`src/rtl/uart_pkg.sv`:
```
// Shared UART definitions: parity-mode codes, receiver FSM encoding and the
// oversample divider calculation (also used by the matching transmitter).
package uart_pkg;

  localparam int UART_CHK_NONE = 0;
  localparam int UART_CHK_ODD  = 1;
  localparam int UART_CHK_EVEN = 2;

  typedef enum logic [2:0] {
    ST_IDLE,
    ST_START,
    ST_DATA,
    ST_PARITY,
    ST_STOP,
    ST_BREAK
  } uart_rx_state_e;

  // System clocks per oversample tick, rounded to nearest.
  function automatic int uart_div(input int clk_hz, input int baud, input int os);
    longint den;
    den = longint'(baud) * longint'(os);
    return int'((longint'(clk_hz) + den / 2) / den);
  endfunction

endpackage

```
`src/rtl/uart_baud_tick.sv`:
```
// Oversample tick generator.
//   i_clk    system clock
//   i_rst    async active-high reset
//   i_clear  restarts the divider so the next tick is a full period away
//   o_tick   one-cycle pulse every DIV clocks
module uart_baud_tick
  import uart_pkg::*;
#(
  parameter int P_SYSTEM_CLK    = 50_000_000,
  parameter int P_UART_BAUDRATE = 9600,
  parameter int P_OVERSAMPLE    = 16
) (
  input  logic i_clk,
  input  logic i_rst,
  input  logic i_clear,
  output logic o_tick
);

  localparam int DIV = uart_div(P_SYSTEM_CLK, P_UART_BAUDRATE, P_OVERSAMPLE);
  localparam int CW  = (DIV > 2) ? $clog2(DIV) : 1;
  localparam logic [CW-1:0] CNT_MAX = CW'(DIV - 1);

  generate
    if (DIV < 2) begin : g_div_chk
      $error("uart_baud_tick: divider below 2, system clock too slow for baud*oversample");
    end
  endgenerate

  logic [CW-1:0] cnt_q, cnt_d;

  always_comb begin
    cnt_d = cnt_q + 1'b1;
    if (i_clear || (cnt_q == CNT_MAX)) cnt_d = '0;
  end

  always_ff @(posedge i_clk or posedge i_rst) begin
    if (i_rst) cnt_q <= '0;
    else       cnt_q <= cnt_d;
  end

  assign o_tick = (cnt_q == CNT_MAX);

endmodule

```
`src/rtl/uart_rx_os.sv`:
```
// Oversampling UART receiver with 3-sample majority vote, parity/framing
// flags and break handling.
//   i_clk, i_rst       system clock, async active-high reset
//   i_uart_rx          async serial line (idle high)
//   o_user_rx_data     last received word, first line bit in bit0
//   o_user_rx_valid    one-cycle pulse per completed frame
//   o_parity_err       parity mismatch, only with valid
//   o_frame_err        a stop bit sampled low, only with valid
//   o_busy             receiver not idle
//
// state     | meaning
// ST_IDLE   | waiting for falling edge on rx_s
// ST_START  | checking start bit, glitch returns to idle
// ST_DATA   | shifting in data bits, LSB first
// ST_PARITY | comparing parity bit
// ST_STOP   | sampling stop bit(s), frame ends at last stop-bit vote
// ST_BREAK  | line held low after a zero stop bit, waiting for high
module uart_rx_os
  import uart_pkg::*;
#(
  parameter int P_SYSTEM_CLK      = 50_000_000,
  parameter int P_UART_BAUDRATE   = 9600,
  parameter int P_UART_DATA_WIDTH = 8,
  parameter int P_UART_STOP_WIDTH = 1,
  parameter int P_UART_CHECK      = 0,
  parameter int P_OVERSAMPLE      = 16
) (
  input  logic                         i_clk,
  input  logic                         i_rst,
  input  logic                         i_uart_rx,
  output logic [P_UART_DATA_WIDTH-1:0] o_user_rx_data,
  output logic                         o_user_rx_valid,
  output logic                         o_parity_err,
  output logic                         o_frame_err,
  output logic                         o_busy
);

  localparam int W   = P_UART_DATA_WIDTH;
  localparam int M   = P_OVERSAMPLE / 2;
  localparam int OSW = $clog2(P_OVERSAMPLE);
  localparam int BW  = $clog2(W);
  localparam logic [OSW-1:0] OS_S0   = OSW'(M - 1);
  localparam logic [OSW-1:0] OS_S1   = OSW'(M);
  localparam logic [OSW-1:0] OS_S2   = OSW'(M + 1);
  localparam logic [OSW-1:0] OS_LAST = OSW'(P_OVERSAMPLE - 1);
  localparam logic [BW-1:0]  BIT_LAST  = BW'(W - 1);
  localparam logic           STOP_LAST = 1'(P_UART_STOP_WIDTH - 1);

  generate
    if (W < 5 || W > 9) begin : g_w_chk
      $error("uart_rx_os: data width must be 5..9");
    end
    if (P_UART_STOP_WIDTH < 1 || P_UART_STOP_WIDTH > 2) begin : g_s_chk
      $error("uart_rx_os: stop width must be 1 or 2");
    end
    if (P_UART_CHECK < 0 || P_UART_CHECK > 2) begin : g_c_chk
      $error("uart_rx_os: parity mode must be 0, 1 or 2");
    end
    if (P_OVERSAMPLE < 8 || (P_OVERSAMPLE % 2) != 0) begin : g_o_chk
      $error("uart_rx_os: oversample must be even and at least 8");
    end
  endgenerate

  logic rx_meta_q, rx_s_q;
  logic tick, clear;

  uart_rx_state_e state_q, state_d;
  logic [OSW-1:0] os_cnt_q, os_cnt_d;
  logic [BW-1:0]  bit_cnt_q, bit_cnt_d;
  logic           stop_cnt_q, stop_cnt_d;
  logic [1:0]     samp_q, samp_d;
  logic [W-1:0]   shift_q, shift_d;
  logic           par_acc_q, par_acc_d;
  logic           perr_q, perr_d;
  logic           ferr_q, ferr_d;
  logic [W-1:0]   data_out_q, data_out_d;
  logic           valid_q, valid_d;
  logic           pe_out_q, pe_out_d;
  logic           fe_out_q, fe_out_d;

  logic vote, at_mid, at_end, par_exp;

  uart_baud_tick #(
    .P_SYSTEM_CLK   (P_SYSTEM_CLK),
    .P_UART_BAUDRATE(P_UART_BAUDRATE),
    .P_OVERSAMPLE   (P_OVERSAMPLE)
  ) u_tick (
    .i_clk  (i_clk),
    .i_rst  (i_rst),
    .i_clear(clear),
    .o_tick (tick)
  );

  // Third sample is the live rx_s at the decision tick.
  assign vote    = (samp_q[0] & samp_q[1]) | (samp_q[0] & rx_s_q) | (samp_q[1] & rx_s_q);
  assign at_mid  = tick && (os_cnt_q == OS_S2);
  assign at_end  = tick && (os_cnt_q == OS_LAST);
  assign par_exp = (P_UART_CHECK == UART_CHK_EVEN) ? par_acc_q : ~par_acc_q;

  always_comb begin
    state_d    = state_q;
    os_cnt_d   = os_cnt_q;
    bit_cnt_d  = bit_cnt_q;
    stop_cnt_d = stop_cnt_q;
    samp_d     = samp_q;
    shift_d    = shift_q;
    par_acc_d  = par_acc_q;
    perr_d     = perr_q;
    ferr_d     = ferr_q;
    data_out_d = data_out_q;
    valid_d    = 1'b0;
    pe_out_d   = 1'b0;
    fe_out_d   = 1'b0;
    clear      = 1'b0;

    if (state_q != ST_IDLE && state_q != ST_BREAK && tick) begin
      os_cnt_d = (os_cnt_q == OS_LAST) ? '0 : os_cnt_q + 1'b1;
      if (os_cnt_q == OS_S0) samp_d[0] = rx_s_q;
      if (os_cnt_q == OS_S1) samp_d[1] = rx_s_q;
    end

    case (state_q)
      ST_IDLE: begin
        if (!rx_s_q) begin
          state_d    = ST_START;
          clear      = 1'b1;
          os_cnt_d   = '0;
          bit_cnt_d  = '0;
          stop_cnt_d = 1'b0;
          par_acc_d  = 1'b0;
          perr_d     = 1'b0;
          ferr_d     = 1'b0;
        end
      end
      ST_START: begin
        if (at_mid && vote) state_d = ST_IDLE;
        else if (at_end)    state_d = ST_DATA;
      end
      ST_DATA: begin
        if (at_mid) begin
          shift_d   = {vote, shift_q[W-1:1]};
          par_acc_d = par_acc_q ^ vote;
        end else if (at_end) begin
          if (bit_cnt_q == BIT_LAST)
            state_d = (P_UART_CHECK != UART_CHK_NONE) ? ST_PARITY : ST_STOP;
          else
            bit_cnt_d = bit_cnt_q + 1'b1;
        end
      end
      ST_PARITY: begin
        if (at_mid) begin
          if (vote != par_exp) perr_d = 1'b1;
        end else if (at_end) begin
          state_d = ST_STOP;
        end
      end
      ST_STOP: begin
        if (at_mid) begin
          if (!vote) ferr_d = 1'b1;
          // Frame closes at the last stop-bit vote so the next start edge
          // can be caught even if the sender runs fast.
          if (stop_cnt_q == STOP_LAST) begin
            valid_d    = 1'b1;
            data_out_d = shift_q;
            pe_out_d   = perr_q;
            fe_out_d   = ferr_q | ~vote;
            state_d    = (!vote && !rx_s_q) ? ST_BREAK : ST_IDLE;
          end
        end else if (at_end) begin
          stop_cnt_d = stop_cnt_q + 1'b1;
        end
      end
      ST_BREAK: begin
        if (rx_s_q) state_d = ST_IDLE;
      end
      default: state_d = ST_IDLE;
    endcase
  end

  always_ff @(posedge i_clk or posedge i_rst) begin
    if (i_rst) begin
      rx_meta_q  <= 1'b1;
      rx_s_q     <= 1'b1;
      state_q    <= ST_IDLE;
      os_cnt_q   <= '0;
      bit_cnt_q  <= '0;
      stop_cnt_q <= 1'b0;
      samp_q     <= '0;
      shift_q    <= '0;
      par_acc_q  <= 1'b0;
      perr_q     <= 1'b0;
      ferr_q     <= 1'b0;
      data_out_q <= '0;
      valid_q    <= 1'b0;
      pe_out_q   <= 1'b0;
      fe_out_q   <= 1'b0;
    end else begin
      rx_meta_q  <= i_uart_rx;
      rx_s_q     <= rx_meta_q;
      state_q    <= state_d;
      os_cnt_q   <= os_cnt_d;
      bit_cnt_q  <= bit_cnt_d;
      stop_cnt_q <= stop_cnt_d;
      samp_q     <= samp_d;
      shift_q    <= shift_d;
      par_acc_q  <= par_acc_d;
      perr_q     <= perr_d;
      ferr_q     <= ferr_d;
      data_out_q <= data_out_d;
      valid_q    <= valid_d;
      pe_out_q   <= pe_out_d;
      fe_out_q   <= fe_out_d;
    end
  end

  assign o_user_rx_data  = data_out_q;
  assign o_user_rx_valid = valid_q;
  assign o_parity_err    = pe_out_q;
  assign o_frame_err     = fe_out_q;
  assign o_busy          = (state_q != ST_IDLE);

endmodule
```
`config.mk`:
```
export PLATFORM = sky130hd
export DESIGN_NAME = uart_rx_os
export DESIGN_NICKNAME = d
export VERILOG_FILES = /design/src/rtl/uart_pkg.sv /design/src/rtl/uart_baud_tick.sv /design/src/rtl/uart_rx_os.sv
export SDC_FILE = /design/constraint.sdc
export NUM_CORES = 1
export LEC_CHECK = 0
export CORE_AREA = 10 10 86 81
export DETAILED_ROUTE_END_ITERATION = 12
export DIE_AREA = 0 0 96 91
export DONT_BUFFER_PORTS = 1
export PLACE_DENSITY = 0.7
export RECOVER_POWER = 100
export SYNTH_ARGS = -nofsm -noshare
export SYNTH_HDL_FRONTEND = slang
export SYNTH_SLANG_ARGS = --single-unit
```
`constraint.sdc`:
```
create_clock -name i_clk -period 2.05 [get_ports i_clk]
set_input_delay 0.41 -clock i_clk [delete_from_list [all_inputs] [get_ports i_clk]]
set_output_delay 0.41 -clock i_clk [all_outputs]
set_load 0.02 [all_outputs]
```
==> results.txt <==
post-synthesis sequential area ratio - 0.509
P_int - 1270 µW
status - finished, final reports clean
Yosys reg bits - 46
relative slew slack - 0.354
Post-synth ARST share - 1.00
footprint of the multi-input gates - 1020 µm²
critical path type - reg2reg
dpl hpwl - 2.97 mm
RePlAce Congestion - 0.874
core area - 5130 µm²
Crit. End Element - register
remaining antenna violation count after routing - 0
CP Launch Type - register
initial antenna violation count - 0
Starting DRT DRC Count - 58
Via Count - 1489
ys flop type - dfrtp_1
Post-CTS Setup Repair Bufs - 0
final WL - 4.13 mm
# diodes - 0
Max VDD drop - 0.419 mV
die area - 8740 µm²
number of fill cells - 486
Slew @ Worst Pin - 0.968 ns
largest fanout on the critical path - 11
H-tree Lvls - 2
YS warnings - 0
clock skew - 0.00858 ns
post-synthesis cell area - 2270 µm²
Skew-Pair Late Insertion Delay - 0.30 ns
DRT Pass-1 Iters - 4
Worst Path Required - 2.23 ns
most common cell after layout, fill and taps aside - dfrtp_1
worst hold-check path type - in2reg
initial core utilization - 0.442
leak pwr - 0.00113 µW
Fmax - 531 MHz
# resized after CTS - 0
Net Count, Synth - 209
number of enable flip-flop cells after synthesis - 0
Comb power frac - 0.014
Inserted Clock Buffers - 5
sw frac - 0.198
# rows - 25
period utilization - 0.918
clock share of power - 0.411
clock sinks - 46
largest net degree at the start of global routing - 27
wire per inst - 15.0 µm
min setup slack post-route - 0.167 ns
I/O pin count - 15
TritonCTS clock tree - built
FF+latch area - 1150 µm²
routed vias/inst - 5.39
Overall Global Routing Usage - 0.102
Cell variety after synth - 47
final-report setup violation count - 0
commonest cells after routing, fill and taps aside - 44 x dfrtp_1, 19 x nor2_1, 16 x nand2_1, 11 x inv_1, 10 x mux2_2
Psw - 314 µW
DP Worst Slack - 0.205 ns
first-pass GRT wire length - 7.11 mm
Pwr Density - 647 nW/µm²
layout cells sized above 1 - 0.158
Die W - 96 µm
RSZ-0062 raised after global routing - no
number of global-route vias before repair - 1479
GRT overflow - 0
DIE HEIGHT - 91 µm
Layout area overhead - 8.11%
Post-CTS Hold Fix Bufs - 0
root buf cell - clkbuf_8
post-layout min period - 1.88 ns
Reg clk slew, reported paths - 0.08 ns
Reg power frac - 0.575
Slew Viols, Final - 0
final hold violation count - 0
nets - 218
Cells after Synth - 199
clk buf depth - 2
Max-Cap Viols - 0
setup TNS - 0 ns
port bufs - 0
drt drc - 0
Post-Syn Area per Cell - 11.4 µm²
CP arrival - 2.07 ns
[power groups by stage]
| stage | combinational [µW] | clock, µW | sequential, µW |
|---|---|---|---|
| after global placement | 25.9 | 0 | 930 |
| final | 21.7 | 652 | 912 |
| after floorplan | 16.1 | 0 | 930 |
| after CTS | 26.5 | 675 | 912 |
| after detailed placement | 26.7 | 0 | 930 |
| after global routing | 26.7 | 714 | 913 |
[synth_stat cells, drive strengths merged, types with 3 or more instances]
master,number,area (µm²)
or3,4,25.0
o21ai,7,35.0
buf,4,28.8
a21oi,4,20.0
nand3b,3,22.5
xnor2,5,43.8
nor3,4,20.0
inv,11,41.3
nor2,19,71.3
mux2i,5,50.1
ha,7,87.6
dfrtp,44,1100
nand2b,3,18.8
nand2,16,60.1
mux2,17,218
xor2,4,35.0
nor4,5,43.8
nand3,7,40.0
[kinds of logic (layout without fill, tap and decap cells)]
logic type / after synthesis / count (layout) / share of synthesized area
and+or+nand+nor: 73 / 73 / 0.182
xor gates and xnor gates: 9 / 9 / 0.0348
AOI/OAI and AO/OA: 26 / 26 / 0.0822
adders and majority gates: 8 / 8 / 0.0430
buffers and inverters: 15 / 25 / 0.0309
muxes: 22 / 22 / 0.118
DFF: 46 / 46 / 0.509
[worst paths after layout]
path	from	endpoint	slack (ns)	cells after the start
worst min-delay path	i_uart_rx	rx_meta_q	0.1	0
max in group asynchronous	i_rst	o_user_rx_data[6]	0.47	2
worst max register to register	u_tick.cnt_q[1]	o_user_rx_data[7]	0.17	7
worst max-delay path	u_tick.cnt_q[1]	o_user_rx_data[7]	0.17	7
worst min register to register	rx_meta_q	rx_s_q	0.36	0
min in group asynchronous	i_rst	o_user_rx_data[1]	0.22	1
[cell type report]
type | count | share of cell area
multi-input cells | 138 | 0.415
inverters | 11 | 0.0168
clock inverters | 3 | 0.0163
flip-flops and latches | 46 | 0.471
repair buffers | 6 | 0.0189
well taps | 67 | 0.0342
clock buffers | 5 | 0.0281
[sequential cells by signal, summed over array words and instances, names as in the netlist]
register	flops
bit_cnt_q	3
ferr_q	1
o_frame_err	1
o_parity_err	1
o_user_rx_data	8
o_user_rx_valid	1
os_cnt_q	4
par_acc_q	1
perr_q	1
rx_meta_q	1
rx_s_q	1
samp_q	2
shift_q	8
state_q	3
stop_cnt_q	1
u_tick.cnt_q	9
[per-stage QoR]
step / hold slack, ns / cell area (µm²) / cells / total power [µW] / util
6_report: 0.0985 / 2450 / 276 / 1590 / 0.478
5_1_grt: 0.0814 / 2450 / 276 / 1650 / 0.478
4_1_cts: 0.0611 / 2490 / 276 / 1610 / 0.485
3_5_place_dp: 0.347 / 2380 / 268 / 957 / 0.464
3_3_place_gp: 0.349 / 2380 / 268 / 956 / 0.464
2_1_floorplan: 0.345 / 2270 / 199 / 946 / -
[per-layer routing]
layer  vias up  GRT usage  routed length (µm)
met1       722      0.135                2000
met4         0     0.0467                  57
met5         -          0                   0
met2        38      0.146                1820
met3         9     0.0354                 252
li1        720          -                   -
[critical path, cell delays in order (launching register included)]
cell and delay [ns]:
dfrtp_1 0.42, inv_1 0.07, ha_1 0.14, nand4bb_1 0.16, nor4_2 0.33, nand3_1 0.11, buf_4 0.21, mux2_1 0.32
Note: power is estimated with default switching activity, not from simulation.
